### config.mk
export PLATFORM = sky130hd
export DESIGN_NAME = alu_share_arbiter
export DESIGN_NICKNAME = d
export VERILOG_FILES = /design/src/rtl/alu_share_arbiter.sv
export SDC_FILE = /design/constraint.sdc
export NUM_CORES = 1
export LEC_CHECK = 0
export ABC_AREA = 1
export CELL_PAD_IN_SITES_DETAIL_PLACEMENT = 1
export CELL_PAD_IN_SITES_GLOBAL_PLACEMENT = 2
export CORE_AREA = 3 3 215 217
export CTS_BUF_LIST = sky130_fd_sc_hd__clkbuf_2
export DETAILED_ROUTE_END_ITERATION = 8
export DIE_AREA = 0 0 218 220
export GPL_TIMING_DRIVEN = 0
export HOLD_SLACK_MARGIN = 0.12
export MAX_ROUTING_LAYER = met4
export PLACE_DENSITY_LB_ADDON = 0.05
export SYNTH_ARGS = -nofsm -noshare
export SYNTH_HDL_FRONTEND = slang
export SYNTH_SLANG_ARGS = --single-unit
### constraint.sdc
create_clock -name clk -period 5.4 [get_ports clk]
set_input_delay 0.54 -clock clk [delete_from_list [all_inputs] [get_ports clk]]
set_output_delay 0.54 -clock clk [all_outputs]
set_load 0.02 [all_outputs]
### src/rtl/alu_share_arbiter.sv
// alu_share_arbiter: round-robin share of one ALU between two valid/ready requesters with a one-deep result register.
// Define ALU_ARB_PERF_EN to build the saturating per-requester grant counters.
module alu_share_arbiter #(
    parameter int XLEN  = 32,
    parameter int TAG_W = 5
) (
    input  logic             clk,
    input  logic             rst_n,
    input  logic             i_req0_valid,
    output logic             o_req0_ready,
    input  logic [3:0]       i_req0_op,
    input  logic [XLEN-1:0]  i_req0_a,
    input  logic [XLEN-1:0]  i_req0_b,
    input  logic [TAG_W-1:0] i_req0_tag,
    input  logic             i_req1_valid,
    output logic             o_req1_ready,
    input  logic [3:0]       i_req1_op,
    input  logic [XLEN-1:0]  i_req1_a,
    input  logic [XLEN-1:0]  i_req1_b,
    input  logic [TAG_W-1:0] i_req1_tag,
    output logic             o_resp_valid,
    input  logic             i_resp_ready,
    output logic             o_resp_src,
    output logic [XLEN-1:0]  o_resp_result,
    output logic             o_resp_zero,
    output logic             o_resp_illegal,
    output logic [TAG_W-1:0] o_resp_tag,
    output logic [15:0]      o_perf_grant0,
    output logic [15:0]      o_perf_grant1
);
    localparam int SH_W = $clog2(XLEN);

    typedef enum logic {EMPTY, FULL} state_t;

    state_t             r_state, w_next;
    logic               r_last;
    logic               r_src, r_zero, r_illegal;
    logic [XLEN-1:0]    r_result;
    logic [TAG_W-1:0]   r_tag;

    logic               w_can_accept, w_any, w_gnt, w_accept, w_illegal;
    logic [3:0]         w_op;
    logic [XLEN-1:0]    w_a, w_b, w_result;
    logic [TAG_W-1:0]   w_tag;
    logic [SH_W-1:0]    w_shamt;

    assign w_can_accept = (r_state == EMPTY) || i_resp_ready;
    assign w_any        = i_req0_valid || i_req1_valid;
    // On a tie the requester that did not win last time gets the slot.
    assign w_gnt        = (i_req0_valid && i_req1_valid) ? ~r_last : i_req1_valid;
    assign w_accept     = w_can_accept && w_any;
    assign o_req0_ready = w_accept && !w_gnt;
    assign o_req1_ready = w_accept && w_gnt;

    assign w_op    = w_gnt ? i_req1_op  : i_req0_op;
    assign w_a     = w_gnt ? i_req1_a   : i_req0_a;
    assign w_b     = w_gnt ? i_req1_b   : i_req0_b;
    assign w_tag   = w_gnt ? i_req1_tag : i_req0_tag;
    assign w_shamt = w_b[SH_W-1:0];

    always_comb begin
        w_result  = '0;
        w_illegal = 1'b0;
        case (w_op)
            4'b0000: w_result = w_a & w_b;
            4'b0001: w_result = w_a | w_b;
            4'b0010: w_result = w_a + w_b;
            4'b0011: w_result = w_a - w_b;
            4'b0100: w_result = w_a ^ w_b;
            4'b0101: w_result = {{(XLEN-1){1'b0}}, $signed(w_a) < $signed(w_b)};
            4'b0110: w_result = w_a << w_shamt;
            4'b0111: w_result = w_a >> w_shamt;
            4'b1000: w_result = $unsigned($signed(w_a) >>> w_shamt);
            default: w_illegal = 1'b1;
        endcase
    end

    always_comb begin
        w_next = r_state;
        if (w_accept)
            w_next = FULL;
        else if (i_resp_ready)
            w_next = EMPTY;
    end

    always_ff @(posedge clk or negedge rst_n) begin
        if (!rst_n) begin
            r_state   <= EMPTY;
            r_last    <= 1'b1;
            r_src     <= 1'b0;
            r_result  <= '0;
            r_zero    <= 1'b0;
            r_illegal <= 1'b0;
            r_tag     <= '0;
        end else begin
            r_state <= w_next;
            if (w_accept) begin
                r_last    <= w_gnt;
                r_src     <= w_gnt;
                r_result  <= w_result;
                r_zero    <= (w_result == '0);
                r_illegal <= w_illegal;
                r_tag     <= w_tag;
            end
        end
    end

    assign o_resp_valid   = (r_state == FULL);
    assign o_resp_src     = r_src;
    assign o_resp_result  = r_result;
    assign o_resp_zero    = r_zero;
    assign o_resp_illegal = r_illegal;
    assign o_resp_tag     = r_tag;

`ifdef ALU_ARB_PERF_EN
    logic [15:0] r_perf0, r_perf1;

    always_ff @(posedge clk or negedge rst_n) begin
        if (!rst_n) begin
            r_perf0 <= '0;
            r_perf1 <= '0;
        end else begin
            if (o_req0_ready && r_perf0 != 16'hFFFF)
                r_perf0 <= r_perf0 + 16'd1;
            if (o_req1_ready && r_perf1 != 16'hFFFF)
                r_perf1 <= r_perf1 + 16'd1;
        end
    end

    assign o_perf_grant0 = r_perf0;
    assign o_perf_grant1 = r_perf1;
`else
    assign o_perf_grant0 = '0;
    assign o_perf_grant1 = '0;
`endif
endmodule

==> metrics.yaml <==
dr.pass1.iters: 5
drv_slew: 0
powerDensity_nw_per_um2: 233
synth_area_sq_um: 12800
dp.cells: 3289
avgViaCountPerCell: 5.47
arrival_ns: 5.58
wire_per_inst_um: 25.6
grt_max_degree: 25
clk_latency_ns: 0.40
cp-end-kind: "flop"
grt_pass1_vias: 17900
track_usage_pct: 35.0
start_util_pct: 28.9
path_clk_slew_ns: 0.22
htreeDepth: 2
leakagePower_nw: 8.27
grt_pass1_wl_mm: 120
layout-drive-gt1-share_pct: 6.59
finalSetupViolCount: 0
fin_cells: 3295
grt_overflow: 0
drtIter0Drc: 1614
yosys.cell_types.count: 50
crit_path_max_fanout: 11
num_rows: 77
num_io_pins: 226
clk_path_buf_depth: 2
die_y_um: 220
clock.fmax_ghz: 0.192
finalClockSkew_ns: 0.0181
min_path_type: "flop to flop"
ant_nets: 0
cts.sinks: 42
fillCellCount: 6185
fin_crit_sh_pct: 96.5
ys_seq_elements: 42
port_buffers: 192
areaGrowthSynthToFinish_pct: 22.6
cts_tree: "done"
core-area_sq_um: 44300
dieArea_sq_um: 48000
fin_nets: 2956
peakVddDrop_uv: 94.4
antenna_found_initial: 1
place_congestion: 1.09
p_total_mw: 3.67
finalHoldViolCount: 0
max_slew_margin_pct: 40.8
drcViolationCount: 0
status: "finished, final reports clean"
worstHoldStart: "o_resp_src$_DFFE_PN0P_"
vias: 18000
post-route-util_pct: 35.5
dieWidth_um: 218
rsz0062_at_grt: "no"
yosysWarnings: 0
min_period_ns: 5.21
reg2reg_from: "r_last$_DFFE_PN1P_"
critPathRequiredTime_ns: 5.77
fin_tns_setup_ns: 0
wirelength_mm: 84.4
startpoint: "i_req0_valid"
syn_inst: 2473
hpwlAfterDp_mm: 71.4
crit_path_start_kind: "input port"
cts_root_buf: "clkbuf_2"
tightest_slew_ns: 0.881
yosysSeqAreaShare_pct: 8.20
numCtsBuffers: 5
drv_cap: 0
synth_area_per_cell_sq_um: 5.19
path_class: "input port to flop"
-- power by group --
| group | total [mW] | switching, mW | internal [mW] |
|---|---|---|---|
| Combinational | 3.04 | 2.14 | 0.899 |
| Clock | 0.189 | 0.106 | 0.0825 |
| Sequential | 0.437 | 0.0478 | 0.389 |
| Total | 3.67 | 2.30 | 1.37 |
-- state kept, by name, summed over array words and instances (netlist names) --
register	flops
o_resp_result	32
o_resp_tag	5
o_resp_illegal	1
o_resp_src	1
o_resp_valid	1
o_resp_zero	1
r_last	1
-- through the flow --
stage	cell area, sq um	hold slack (ns)	setup slack, ns
2_1_floorplan	12900	0.244	1.72
3_3_place_gp	15600	0.462	-1.45
3_5_place_dp	15600	0.466	-1.45
4_1_cts	15700	0.503	0.0965
5_1_grt	15700	0.524	0.0671
6_report	15700	0.510	0.188
-- cell usage after synthesis, drive strengths merged --
library cell | instances | share of area (%)
nand3b | 29 | 1.7
nor4 | 1 | 0.049
fa | 2 | 0.31
a31oi | 11 | 0.54
o221ai | 3 | 0.20
o31ai | 2 | 0.12
a21o | 4 | 0.23
conb | 1 | 0.029
nor3b | 1 | 0.059
dfrtp | 41 | 8.0
a21oi | 123 | 4.8
a22oi | 1 | 0.059
buf | 114 | 5.7
clkinv | 1 | 0.029
o21a | 2 | 0.12
nand4 | 18 | 0.88
o211ai | 4 | 0.23
dfstp | 1 | 0.20
o22ai | 11 | 0.54
inv | 303 | 8.9
o21bai | 15 | 0.88
a221oi | 1 | 0.068
xor2 | 3 | 0.20
a211oi | 1 | 0.059
o2111ai | 1 | 0.068
nand2 | 808 | 24
nor3 | 16 | 0.62
and2 | 1 | 0.049
ha | 102 | 9.9
clkbuf | 37 | 1.1
nand3 | 453 | 18
a21boi | 4 | 0.23
and3 | 4 | 0.20
nor2 | 241 | 7.2
o21ai | 110 | 4.6
o211a | 2 | 0.16
or2 | 1 | 0.049
-- routing by layer --
metal,GRT usage (%),vias up,routed length (um),part of all wire [%]
met2,57.5,749,38500,46
met5,-,-,0,0
met3,4.03,159,5970,7.1
li1,-,8355,-,-
met1,44.5,8768,35900,43
met4,12.7,0,3980,4.7
-- layout by cell type (no fill, tap or decap), types with 4 or more instances in the layout --
cell,n
o211ai_1,4
buf_4,48
clkbuf_2,9
conb_1,32
nand3_1,451
nor3_1,16
o21ai_0,90
o21bai_1,14
and3_1,4
a21oi_1,121
buf_6,6
nor2_2,11
inv_1,298
inv_2,5
buf_2,58
o21ai_1,15
nand4_1,18
clkdlybuf4s50_1,191
o22ai_1,11
clkbuf_1,28
nand2_4,4
nand3b_1,29
nand2_2,19
a31oi_1,11
nand2_1,785
ha_1,102
nor2_1,230
a21o_1,4
dfrtp_1,41
-- worst max-delay path, stage by stage --
cell and delay [ns]:
clkdlybuf4s50_1 0.46, nand2_4 0.22, nand2_4 0.08, buf_6 0.16
inv_2 0.24, nand2_1 0.11, nand2_2 0.25, inv_1 0.14
buf_2 0.24, clkbuf_4 0.26, ha_1 0.30, buf_2 0.19
inv_1 0.14, nor2_1 0.25, inv_1 0.21, nand2_1 0.30
nand3_1 0.12, nand3_1 0.16, nand3_1 0.13, nor2_1 0.33
nand2_1 0.09, nor2_1 0.24, nand3_1 0.15, nor2_1 0.11
nand3_1 0.08, nand2_1 0.05
-- repair_timing --
item / in CTS / in global routing
pin swaps: 0 / 0
hold buffers: 1 / 0
endpoints found under the setup margin: 28 / 2
endpoints found under the hold margin: 17 / 0
setup buffers: 0 / 0
gates resized for setup: 4 / 17
-- kinds of logic (layout without fill, tap and decap cells) --
kind of cell             after synthesis  after routing  synth area share [%]
flip-flops                            42             42                  8.20
other                                  1             33                0.0292
buffers and inverters                455            653                  15.7
AND/OR/NAND/NOR                     1573           1573                  52.7
XOR/XNOR                               3              3                 0.205
adder cells (fa/ha/maj)              104            104                  10.3
AO/OA/AOI/OAI                        295            295                  12.9
-- final timing paths --
path / cells after the start / end / slack (ns)
min in group asynchronous: 2 / o_resp_result[24]$_DFFE_PN0P_ / 0.58
max: 26 / o_resp_zero$_DFFE_PN0P_ / 0.19
max in group asynchronous: 3 / o_resp_result[15]$_DFFE_PN0P_ / 4.31
min reg2reg: 2 / o_resp_src$_DFFE_PN0P_ / 0.51
max reg2reg: 25 / o_resp_zero$_DFFE_PN0P_ / 0.33
min: 2 / o_resp_src$_DFFE_PN0P_ / 0.51
-- area by class of cell --
type	instances	area, sq um	area share [%]
clock buffer	7	35.0	0.223
buffer	147	870	5.53
clock inverter	1	30.0	0.191
sequential	42	1050	6.69
antenna	1	2.50	0.0159
inverter	304	1140	7.26
tap	592	741	4.71
multi-input combinational	2007	9910	63.0
timing repair buffer	194	1950	12.4
(Power assumes the default switching activity.)
==> patch: new RTL, config.mk and constraints unchanged <==
Add a define of `ALU_ARB_PERF_EN`.
--- a/src/rtl/alu_share_arbiter.sv
+++ b/src/rtl/alu_share_arbiter.sv
@@ -1,5 +1,7 @@
 // alu_share_arbiter: round-robin share of one ALU between two valid/ready requesters with a one-deep result register.
 // Define ALU_ARB_PERF_EN to build the saturating per-requester grant counters.
+`define ALU_ARB_PERF_EN
+
 module alu_share_arbiter #(
     parameter int XLEN  = 32,
     parameter int TAG_W = 5
Function: changed (a bounded check fails within 4 cycles, from zero or initial values and one cycle with rst_n low).
==> patch against the original RTL <==
Count of clock-buffer cells in the layout increased by 3. Global-route usage increased by 2.9 points. Wire length is 8.1% higher. Cell area grew 11%. Utilization increased by 3.8 points. Largest cell class unchanged. Sequential cell count rose by 32. Critical path type is now flip-flop to flip-flop. Register-to-register slack got worse by 0.27 ns. Area after synthesis increased by 11%. Synthesized cell count increased by 5.7%. Worst setup slack got worse by 0.12 ns. Total power rose by 25%.
==> patch: results (changes against the original RTL) <==
Layout
  – Largest register FFs: 32 (unchanged)
  – Final nets: 3110 (was 2956)
  – Layout cells sized above 1: 4.84% (was 6.59%)

Synth
  – Synth top cells by count: nand2_1, nand3_1, inv_1, nor2_1, a21oi_1 (unchanged)
  – Ys flop type: dfrtp_1 (unchanged)
  – Sequential fraction of the synthesis area: 13.0% (was 8.20%)
  – Top cells by area, synth: nand2_1, nand3_1, dfrtp_1, ha_1, inv_1 (was nand2_1, nand3_1, ha_1, inv_1, dfrtp_1)
  – Asr flop ratio synth: 100% (unchanged)
  – Unique cell type count in the Yosys netlist: 46 (was 50)
  – Yosys warns: 0 (unchanged)
  – Net Count, Synth: 2875

Global routing
  – Initial antenna violation count: 4 (was 1)
  – Global-route wire length before repair: 130 mm (was 120 mm)
  – Largest net degree at the start of global routing: 48 (was 25)
  – Total track usage: 37.9% (was 35.0%)
  – Grt ovf: 0 (unchanged)

Routing
  – Drt pass-1 iters: 6 (was 5)
  – Top routing layer used: met4 (unchanged)
  – Wire per inst: 26.5 um (was 25.6 um)
  – Routed wl met3: 7.04 mm (was 5.97 mm)
  – DR vias: 19.9k (was 18.0k)
  – DRT iter0 DRCs: 1971 (was 1614)
  – Met1 WL: 39.5 mm (was 35.9 mm)
  – Metal2 WL: 40.0 mm (was 38.5 mm)

Hold path
  – Class of the worst hold path: primary input to async pin (was flip-flop to flip-flop)

Worst setup path
  – R2R setup slack: 0.06 ns (was 0.33 ns)
  – Worst r2r dst: o_resp_zero (unchanged)
  – FF-to-FF path depth: 24 (was 25)
  – Worst r2r src: r_last (unchanged)
  – Worst Path Arrival: 5.85 ns (was 5.58 ns)
  – CP max FO: 19 (was 11)
  – Crit Path Class: flip-flop to flip-flop (was primary input to flip-flop)

Placement
  – Post-DP HPWL: 77.0 mm (was 71.4 mm)
  – DP Area: 17300 um^2 (was 15600 um^2)
  – GP Congestion: 1.04 (was 1.09)
  – IO Port Bufs: 225 (was 192)

CTS
  – Clock H-tree levels: 3 (was 2)
  – CTS buffer count: 9 (was 5)
  – Clock transition at the registers of the reported paths: 0.22 ns (about the same)
  – Clk Tree Root Cell: clkbuf_2 (unchanged)
  – Clk_lat worst skew: 0.57 ns (was 0.40 ns)
  – Max Root-Sink Buffers: 2 (unchanged)

Timing
  – Slew @ Worst Pin: 1.16 ns (was 0.881 ns)
  – Clk_skew: 0.0305 ns (was 0.0181 ns)
  – Final setup fails: 0 (unchanged)

Power
  – Leakage power: 0.00882 uW (was 0.00827 uW)
  – Peak VDD IR: 0.164 mV (was 0.0944 mV)

Status
  – Outcome: finished clean (unchanged)
[patch: layout make-up]
class | instances | area (um^2)
Inverter | 320 | 1200
Antenna cell | 2 | 5.00
Tap cell | 592 | 741
Timing Repair Buffer | 227 | 2290
Clock inverter | 6 | 65.1
Clock buffer | 10 | 50.0
Multi-Input combinational cell | 2107 | 10600
Fill cell | 6158 | 26900
Sequential cell | 74 | 1850
Buffer | 110 | 587
[patch: critical path, stage by stage, from the launching register on]
cell	delay, ns
dfstp_2	0.61
nand2_4	0.16
nand2_4	0.15
buf_6	0.16
buf_4	0.32
clkbuf_4	0.34
nand2_1	0.08
o21ai_0	0.16
ha_1	0.29
clkbuf_1	0.21
nand2_1	0.31
inv_1	0.14
nand2_1	0.15
nand3_1	0.30
o21ai_0	0.31
nor2_1	0.09
nor2_1	0.22
nand2_1	0.08
nor2_1	0.20
nand3_1	0.32
nor2_1	0.19
nand2_1	0.12
nor2_1	0.11
nand4_1	0.10
o21bai_1	0.13
[patch: worst max-delay path by stage]
stage                   to  slack [ns]  depth (start not counted)
2_1_floorplan  o_resp_zero        1.60                         22
3_3_place_gp   o_resp_zero       -1.43                         22
3_5_place_dp   o_resp_zero       -1.49                         24
4_1_cts        o_resp_zero        0.11                         20
5_1_grt        o_resp_zero      -0.006                         23
6_report       o_resp_zero        0.06                         24
[patch: cell families (layout without fill, tap and decap cells)]
family,count (synthesis),in the layout,synth area share [%]
simple gates,1655,1655,50.7
xor+xnor,31,31,1.91
compound gates,310,310,12.0
other cells,0,2,0
buf+inv,433,673,12.6
fa+ha+maj,110,110,9.78
mux,1,1,0.0791
flops,74,74,13.0
[patch: timing repair]
action	in CTS	in global routing
endpoints found under the setup margin	24	2
setup buffers	0	0
cloned	0	0
hold endpoints to repair	27	0
hold buffers	1	0
resized for setup	5	19
[patch: stage by stage]
step | instances | util (%) | hold slack (ns) | worst slack [ns]
finish | 3448 | 39.3 | 0.408 | 0.0626
global route | 3448 | 39.3 | 0.374 | -0.00610
CTS | 3447 | 39.2 | 0.369 | 0.106
detailed placement | 3432 | 38.9 | 0.463 | -1.49
global placement | 3431 | 38.9 | 0.461 | -1.43
floorplan | 2614 | - | 0.244 | 1.60
[patch: layer usage]
| metal | global-route usage (%) | up-vias |
|---|---|---|
| li1 | - | 8980 |
| met2 | 58.9 | 991 |
| met3 | 4.92 | 188 |
| met1 | 49.8 | 9711 |
| met4 | 15.5 | 0 |
| met5 | - | - |
[patch: where the power goes]
part | leakage [uW] | switching [uW] | internal [uW]
Sequential | 0.000928 | 117 | 679
Clock | 0.0000723 | 207 | 109
Combinational | 0.00782 | 2440 | 1040
Total | 0.00882 | 2760 | 1830
